`src/rtl/cp0_irq_if.sv`:
```
// CP0 request/response bus between the EXE-stage controller and cp0_irq.
// Carries CP operation, register access and the PC redirect outputs.
interface cp0_irq_if;
    logic        en;
    logic [1:0]  oper;
    logic [4:0]  addr_r;
    logic [31:0] data_r;
    logic [4:0]  addr_w;
    logic [31:0] data_w;
    logic [31:0] pc_resume;
    logic        ir_en;
    logic        jump_en;
    logic [31:0] jump_addr;

    modport master (
        output en, oper, addr_r, addr_w, data_w, pc_resume, ir_en,
        input  data_r, jump_en, jump_addr
    );

    modport slave (
        input  en, oper, addr_r, addr_w, data_w, pc_resume, ir_en,
        output data_r, jump_en, jump_addr
    );
endinterface

```
`src/rtl/cp0_irq.sv`:
```
// Coprocessor-0 registers and single-level interrupt take/service control.
// Define CP0_IRQ_SYNC_EN to pass ir_in through a 2-flop synchronizer.
module cp0_irq #(
    parameter logic [31:0] HANDLER_RST = 32'h0000_0008
) (
    input  logic     clk,
    input  logic     rst,
    cp0_irq_if.slave bus,
    input  logic     ir_in,
    output logic     in_service
);
    localparam logic [1:0] OP_MTC0 = 2'b10;
    localparam logic [1:0] OP_ERET = 2'b11;

    typedef enum logic {IDLE, SERVICE} state_t;

    state_t      state;
    state_t      state_nxt;
    logic        ie;
    logic        pending;
    logic [31:0] epc;
    logic [31:0] hbase;
    logic        req;
    logic        req_q;
    logic        rise;
    logic        eret;
    logic        take;
    logic        wr;

`ifdef CP0_IRQ_SYNC_EN
    logic [1:0] sync;

    always_ff @(posedge clk or posedge rst) begin
        if (rst) sync <= 2'b00;
        else     sync <= {sync[0], ir_in};
    end

    assign req = sync[1];
`else
    assign req = ir_in;
`endif

    assign rise = req & ~req_q;
    assign wr   = bus.en && (bus.oper == OP_MTC0);
    assign eret = !rst && bus.en && (bus.oper == OP_ERET);
    assign take = !rst && (state == IDLE) && pending && ie
                  && bus.ir_en && bus.en && (bus.oper != OP_ERET);

    assign bus.jump_en   = eret | take;
    assign bus.jump_addr = eret ? epc : hbase;
    assign in_service    = (state == SERVICE);

    always_comb begin
        state_nxt = state;
        if (eret)      state_nxt = IDLE;
        else if (take) state_nxt = SERVICE;
    end

    always_ff @(posedge clk or posedge rst) begin
        if (rst) state <= IDLE;
        else     state <= state_nxt;
    end

    // Take overrides a same-cycle MTC0 to STATUS/EPC, so it is applied last
    always_ff @(posedge clk or posedge rst) begin
        if (rst) begin
            req_q   <= 1'b0;
            pending <= 1'b0;
            ie      <= 1'b0;
            epc     <= 32'h0;
            hbase   <= HANDLER_RST;
        end else begin
            req_q   <= req;
            pending <= take ? rise : (pending | rise);
            if (wr && bus.addr_w == 5'd12) ie    <= bus.data_w[0];
            if (wr && bus.addr_w == 5'd14) epc   <= bus.data_w;
            if (wr && bus.addr_w == 5'd15) hbase <= bus.data_w;
            if (take) begin
                epc <= bus.pc_resume;
                ie  <= 1'b0;
            end
            if (eret) ie <= 1'b1;
        end
    end

    always_comb begin
        bus.data_r = 32'h0;
        case (bus.addr_r)
            5'd12:   bus.data_r = {31'h0, ie};
            5'd13:   bus.data_r = {30'h0, in_service, pending};
            5'd14:   bus.data_r = epc;
            5'd15:   bus.data_r = hbase;
            default: bus.data_r = 32'h0;
        endcase
    end
endmodule

```
`src/flat_wrapper.sv`:
```
// flat-port wrapper written by rule: the top's interface ports become plain ports
module cp0_irq_flat 
#(
    parameter logic [31:0] HANDLER_RST = 32'h0000_0008
)
  (clk, rst, ir_in, in_service, bus_en, bus_oper, bus_addr_r, bus_addr_w, bus_data_w, bus_pc_resume, bus_ir_en, bus_data_r, bus_jump_en, bus_jump_addr);
  cp0_irq_if bus_i ();
  input  logic clk;
  input  logic rst;
  input  logic ir_in;
  output logic in_service;
  input wire logic [$bits(bus_i.en)-1:0] bus_en;
  input wire logic [$bits(bus_i.oper)-1:0] bus_oper;
  input wire logic [$bits(bus_i.addr_r)-1:0] bus_addr_r;
  input wire logic [$bits(bus_i.addr_w)-1:0] bus_addr_w;
  input wire logic [$bits(bus_i.data_w)-1:0] bus_data_w;
  input wire logic [$bits(bus_i.pc_resume)-1:0] bus_pc_resume;
  input wire logic [$bits(bus_i.ir_en)-1:0] bus_ir_en;
  output wire logic [$bits(bus_i.data_r)-1:0] bus_data_r;
  output wire logic [$bits(bus_i.jump_en)-1:0] bus_jump_en;
  output wire logic [$bits(bus_i.jump_addr)-1:0] bus_jump_addr;
  assign bus_i.en = bus_en;
  assign bus_i.oper = bus_oper;
  assign bus_i.addr_r = bus_addr_r;
  assign bus_i.addr_w = bus_addr_w;
  assign bus_i.data_w = bus_data_w;
  assign bus_i.pc_resume = bus_pc_resume;
  assign bus_i.ir_en = bus_ir_en;
  assign bus_data_r = bus_i.data_r;
  assign bus_jump_en = bus_i.jump_en;
  assign bus_jump_addr = bus_i.jump_addr;
  cp0_irq #(.HANDLER_RST(HANDLER_RST)) u_core (.clk(clk), .rst(rst), .bus(bus_i), .ir_in(ir_in), .in_service(in_service));
endmodule
```
`config.mk`:
```
export PLATFORM = sky130hd
export DESIGN_NAME = cp0_irq_flat
export DESIGN_NICKNAME = d
export VERILOG_FILES = /design/src/rtl/cp0_irq_if.sv /design/src/rtl/cp0_irq.sv /design/src/flat_wrapper.sv
export SDC_FILE = /design/constraint.sdc
export NUM_CORES = 1
export LEC_CHECK = 0
export ABC_CLOCK_PERIOD_IN_PS = 13600
export CAP_MARGIN = 10
export CORE_ASPECT_RATIO = 0.6
export CORE_MARGIN = 10
export CORE_UTILIZATION = 45
export DETAILED_ROUTE_END_ITERATION = 16
export HOLD_SLACK_MARGIN = 0.1
export PLACE_DENSITY = 0.83
export SYNTH_ARGS = -nofsm -noshare
export SYNTH_HDL_FRONTEND = slang
export SYNTH_SLANG_ARGS = --single-unit
export TNS_END_PERCENT = 5
```
`constraint.sdc`:
```
create_clock -name clk -period 13.6 [get_ports clk]
set_input_delay 4.08 -clock clk [delete_from_list [all_inputs] [get_ports clk]]
set_output_delay 4.08 -clock clk [all_outputs]
set_load 0.1 [all_outputs]
```
==> impl_metrics.tcl, run 1 <==
set metrics [dict create \
    comb_power_share 0.346 \
    grt_max_degree 69 \
    register_area_um2 1700 \
    vias 2917 \
    multiInputGateArea_um2 2010 \
    grt_pass1_wl_um 18000 \
    reg2reg_slack_ns 10.95 \
    cts_buffers 9 \
    cts_sinks 68 \
    cap_violations 0 \
    avgSynthCellArea_um2 13.8 \
    synth-edff-count 0 \
    slowest_stage "clkdlybuf4s50_1" \
    start_kind "input pin" \
    hold_viol_final 0 \
    p_leak_nw 2.50 \
    drt-total-wl_um 11500 \
    max_freq_ghz 0.0880 \
    drc_errors 0 \
    crit_top_cell "clkdlybuf4s50_1" \
    syn_nets 356 \
    ys_seq_area_frac 0.448 \
    ys_seq_elements 68 \
    synth_area_um2 3800 \
    yosysTopAreaCellShare 0.441 \
    via_per_inst 5.48 \
    cts_buffer_depth 2 \
    yosys_warnings 0 \
    seqPwrFrac 0.370 \
    grt_pass1_vias 3196 \
    ys_top_cells_by_count "102 x mux2_2, 67 x dfrtp_1, 30 x a22o_1" \
    finalCritPeriodShare 0.835 \
    coreArea_um2 8040 \
    die_area_um2 12700 \
    wl_per_cell_um 21.7 \
    power_switching_uw 299 \
    drt_iter0_drc 194 \
    root_buffer "clkbuf_16" \
    fin_setup_tns_ns 0 \
    worstRegToRegCells 4 \
    clkPwrFrac 0.285 \
    globalRouteOverflowTotal 0 \
    placed_area_um2 5360 \
    io_pins 147 \
    synth_cell_type_count 29 \
    clk_latency_ns 0.32 \
    synth_top_cell_by_area "dfrtp_1" \
    internal-power_uw 537 \
    max_slew_margin 0.307 \
    die_height_um 91.2 \
    n_fill_cell 608 \
    final-max-slew-violation-count 0 \
    setup-violations-final 0 \
    die_width_um 139 \
    r2r-end "u_core.epc[24]$_DFFE_PP0P_" \
    cts_resized 0 \
    worst_pin_slew_ns 1.04 \
    synth.top_cells.by_area "dfrtp_1 44%, mux2_2 30%, mux2_4 7.9%, a22o_1 6.9%, mux2_1 1.8%" \
    ant_nets 0 \
    netlist_instances 275 \
    final_area_um2 5670 \
    fin_crit_ns 11.36 \
    crit_fanout 20 \
    outcome "completed" \
    crit_required_ns 9.52 \
    hp-class "flop to flop" \
    rsz0062_at_grt "false" \
    crit_path_end_kind "output pin" \
    p_sw_frac 0.358 \
    ys_async_sr_fraction 1.00 \
    finalWorstSetupSlack_ns 2.24 \
    gp_congestion 0.787 \
    timing.rr.start "u_core.ie$_DFFE_PP0P_" \
    crit_start "bus_oper[0]" \
    n_antenna_cell 0 \
    grt_util_all_layers 0.175 \
    vdd_drop_max_mv 0.0753 \
    clkTransAtPathRegs_ns 0.05 \
    cts_tree "done" \
    start_util 0.473 \
    numPortBuffers 146 \
    rows 25 \
    ys.flop_type "dfrtp_1" \
    place_hpwl_um 8350 \
    syn_to_final_growth_pct 48.9 \
    htreeDepth 3 \
    cpPeakStageDelay_ns 1.13 \
    powerDensity_nw_per_um2 148 \
    antenna_found_initial 0 \
    cp_data_arrival_time_ns 7.28 \
    cts_hold_buf 0 \
    layout.nets 500 \
    post_cts_buffers 0 \
    criticalPathCategory "input pin to output pin" \
    fin_worst_skew_ns 0.00460 \
    pre_cts_slack_ns 2.21 \
    firstDrtPassIters 4 \
    layout-drive-gt1-share 0.349 \
    worstSetupEndpoint "bus_jump_addr[14]" \
    crit_chain "clkdlybuf4s50_1 > nand4_1 > buf_4 > mux2_2 > clkdlybuf4s50_1" \
    synth_most_common_cell "mux2_2" \
]
[critical path, delay by kind of cell]
family,cells,cell delay [ns]
buf+inv,3,2.18
mux,1,0.27
simple gates,1,0.73
[worst min-delay path by stage]
stage	start	to	depth (start not counted)
2_1_floorplan	u_core.req_q$_DFF_PP0_	u_core.pending$_DFF_PP0_	1
3_3_place_gp	u_core.req_q$_DFF_PP0_	u_core.pending$_DFF_PP0_	1
3_5_place_dp	u_core.req_q$_DFF_PP0_	u_core.pending$_DFF_PP0_	1
4_1_cts	u_core.req_q$_DFF_PP0_	u_core.pending$_DFF_PP0_	1
5_1_grt	u_core.req_q$_DFF_PP0_	u_core.pending$_DFF_PP0_	1
6_report	u_core.req_q$_DFF_PP0_	u_core.pending$_DFF_PP0_	1
[area by class of cell]
cell class | count | share of cell area
multi-input cells | 185 | 0.354
flip-flops and latches | 68 | 0.301
repair buffers | 151 | 0.265
clock buffers | 15 | 0.0490
well taps | 108 | 0.0239
clock inverters | 1 | 0.00530
inverters | 4 | 0.00265
[flip-flops by register name, summed over array words and instances, names as in the netlist]
register / flops
u_core.in_service: 1
u_core.hbase: 32
u_core.req_q: 1
u_core.epc: 32
u_core.pending: 1
u_core.ie: 1
[cell usage in the layout (no fill, tap or decap), drive strengths merged, types with 2 or more instances in the layout]
master / netlist / final
nand3b: 2 / 2
inv: 4 / 4
nand4: 2 / 2
clkbuf: 9 / 15
mux2: 128 / 128
a22o: 30 / 30
o21ai: 3 / 3
dfrtp: 67 / 67
buf: 9 / 5
clkdlybuf4s50: 0 / 146
nand2: 7 / 7
[layer usage]
metal	share of wire	GRT usage	wire length (um)	vias to the layer above
li1	-	-	-	1328
met1	0.44	0.217	5020	1462
met2	0.46	0.275	5300	120
met3	0.098	0.0884	1140	7
met4	0.0061	0.0277	70	0
met5	0	0	0	-
[power groups by stage]
stage / registers (mW) / logic (mW) / clock network (mW)
2_1_floorplan: 0.304 / 0.208 / 0
3_5_place_dp: 0.311 / 0.291 / 0
4_1_cts: 0.308 / 0.292 / 0.241
6_report: 0.309 / 0.289 / 0.238
3_3_place_gp: 0.306 / 0.284 / 0
5_1_grt: 0.316 / 0.304 / 0.251
[per-stage QoR]
stage | cells | total power [mW] | util | hold slack [ns]
finish | 532 | 0.836 | 0.705 | 0.430
global route | 532 | 0.870 | 0.705 | 0.465
CTS | 532 | 0.841 | 0.705 | 0.436
detailed placement | 516 | 0.601 | 0.666 | 0.429
global placement | 516 | 0.590 | 0.666 | 0.415
floorplan | 275 | 0.512 | - | 0.400
[cell families after synthesis]
group,Yosys count,share of synthesized area
flops,68,0.448
compound gates,36,0.0793
simple gates,19,0.0362
mux,130,0.407
buf+inv,22,0.0296
No activity file was read; power rests on OpenSTA's default activity.
==> run 2: changes to the inputs <==
--- a/config.mk
+++ b/config.mk
@@ -5,14 +5,14 @@
 export SDC_FILE = /design/constraint.sdc
 export NUM_CORES = 1
 export LEC_CHECK = 0
-export ABC_CLOCK_PERIOD_IN_PS = 13600
+export ABC_CLOCK_PERIOD_IN_PS = 9100
 export CAP_MARGIN = 10
 export CORE_ASPECT_RATIO = 0.6
 export CORE_MARGIN = 10
-export CORE_UTILIZATION = 45
+export CORE_UTILIZATION = 40
 export DETAILED_ROUTE_END_ITERATION = 16
 export HOLD_SLACK_MARGIN = 0.1
-export PLACE_DENSITY = 0.83
+export PLACE_DENSITY = 0.78
 export SYNTH_ARGS = -nofsm -noshare
 export SYNTH_HDL_FRONTEND = slang
 export SYNTH_SLANG_ARGS = --single-unit
==> constraint.sdc (replaced) <==
create_clock -name clk -period 9.1 [get_ports clk]
set_input_delay 2.73 -clock clk [delete_from_list [all_inputs] [get_ports clk]]
set_output_delay 2.73 -clock clk [all_outputs]
set_load 0.1 [all_outputs]
==> impl_metrics.tcl, run 2 (same netlist as run 1, synthesis figures left out) <==
set metrics [dict create \
    drt-total-wl_um 11700 \
    crit_path_end_kind "output pin" \
    cap_violations 0 \
    crit_chain "clkdlybuf4s50_1 > mux4_2 > nor2b_1 > clkdlybuf4s50_1" \
    post_cts_buffers 0 \
    antenna_found_initial 1 \
    io_pins 147 \
    finish.utilization 0.629 \
    criticalPathCategory "input pin to output pin" \
    internal-power_uw 833 \
    cts_sinks 68 \
    vdd_drop_max_mv 0.111 \
    layout-drive-gt1-share 0.504 \
    clk_latency_ns 0.33 \
    holdPathStages 1 \
    cts_buffers 9 \
    grt_pass1_wl_um 18400 \
    numPortBuffers 146 \
    cts_resized 0 \
    seqPwrFrac 0.354 \
    setup-violations-final 0 \
    rows 27 \
    via_per_inst 5.21 \
    rsz0062_at_grt "false" \
    ant_nets 0 \
    fin_worst_skew_ns 0.00410 \
    firstDrtPassIters 4 \
    powerDensity_nw_per_um2 222 \
    cts_hold_buf 0 \
    htreeDepth 3 \
    grt_pass1_vias 3151 \
    grt_max_degree 69 \
    n_antenna_cell 0 \
    grt-busiest-layer "met2" \
    grt_use_met2 0.259 \
    vias 2894 \
    worst_pin_slew_ns 1.00 \
    die_width_um 146 \
    die_height_um 95.5 \
    fin_crit_ns 7.72 \
    wl_per_cell_um 21.0 \
    total_power_mw 1.29 \
    cts_tree "done" \
    crit_required_ns 6.37 \
    cts_buffer_depth 2 \
    final_cell_mix "102 x mux2_2, 83 x clkdlybuf4s50_1, 67 x dfrtp_1, 49 x buf_4, 30 x a22o_1" \
    coreArea_um2 9220 \
    p_leak_nw 2.70 \
    grt_util_all_layers 0.169 \
    worstRegToRegCells 4 \
    start_util 0.412 \
    min_from "u_core.req_q$_DFF_PP0_" \
    crit_start "bus_addr_r[0]" \
    finalCritPeriodShare 0.848 \
    die_area_um2 13900 \
    comb_power_share 0.358 \
    syn_to_final_growth_pct 52.6 \
    outcome "completed" \
    grt_use_met1 0.208 \
    drc_errors 0 \
    max_freq_ghz 0.130 \
    fin_setup_tns_ns 0 \
    timing.rr.start "u_core.pending$_DFF_PP0_" \
    reg.largest.list "u_core.epc: 32 flops, u_core.hbase: 32 flops" \
    crit_fanout 5 \
    p_sw_frac 0.352 \
    final-max-slew-violation-count 0 \
    clkTransAtPathRegs_ns 0.06 \
    n_fill_cell 733 \
    max_slew_margin 0.329 \
    slowest_stage "clkdlybuf4s50_1" \
    layout.nets 501 \
    drt_iter0_drc 147 \
    final_common_cell "mux2_2" \
    hold_viol_final 0 \
    start_kind "input pin" \
    crit_top_cell "clkdlybuf4s50_1" \
    met3_usage 0.0922 \
    place_hpwl_um 8360 \
    clkPwrFrac 0.288 \
    cp_data_arrival_time_ns 4.99 \
    gp_congestion 0.876 \
    globalRouteOverflowTotal 0 \
    hp-class "flop to flop" \
    root_buffer "clkbuf_16" \
    cpPeakStageDelay_ns 0.97 \
    power_switching_uw 453 \
]
[run 2: power by group through the flow]
stage                     Combinational (mW)  Clock (mW)  Sequential (mW)
after floorplan                        0.311           0            0.454
after global placement                 0.454           0            0.452
after detailed placement               0.464           0            0.458
after CTS                              0.464       0.380            0.454
after global routing                   0.481       0.396            0.468
final                                  0.460       0.371            0.456
[run 2: layout make-up]
| type | instances | area [um^2] | share of cell area |
|---|---|---|---|
| clock buffers | 11 | 243 | 0.0418 |
| clock inverters | 5 | 75.1 | 0.0129 |
| multi-input cells | 185 | 2010 | 0.346 |
| well taps | 130 | 163 | 0.0280 |
| inverters | 4 | 15.0 | 0.00259 |
| flip-flops and latches | 68 | 1700 | 0.293 |
| repair buffers | 152 | 1600 | 0.276 |
[run 2: routing by layer]
layer  wire length, um  vias up
met5                13        -
li1                  -     1327
met3              1240        6
met2              5250      112
met4                31        2
met1              5140     1447
[run 2: final timing paths]
path,slack [ns],endpoint
setup / recovery,1.38,bus_data_r[0]
hold / removal,0.43,u_core.pending$_DFF_PP0_
setup reg to reg,6.47,u_core.epc[18]$_DFFE_PP0P_
hold reg to reg,0.43,u_core.pending$_DFF_PP0_
max in group asynchronous,5.47,u_core.hbase[20]$_DFFE_PP0P_
min in group asynchronous,3.06,u_core.hbase[30]$_DFFE_PP0P_
[run 2: worst max-delay path: cells and delay by family]
family | cells | cell delay [ns]
AND/OR/NAND/NOR | 1 | 0.14
multiplexers | 1 | 0.54
buffers and inverters | 2 | 1.58
[run 2: metrics by stage]
stage / cells / area [um^2] / worst slack [ns] / hold WS [ns]
after floorplan: 275 / 3800 / 0.555 / 0.400
after global placement: 539 / 5490 / 1.44 / 0.409
after detailed placement: 539 / 5490 / 1.39 / 0.434
after CTS: 555 / 5800 / 1.38 / 0.439
after global routing: 555 / 5800 / 1.32 / 0.461
final: 555 / 5800 / 1.38 / 0.428
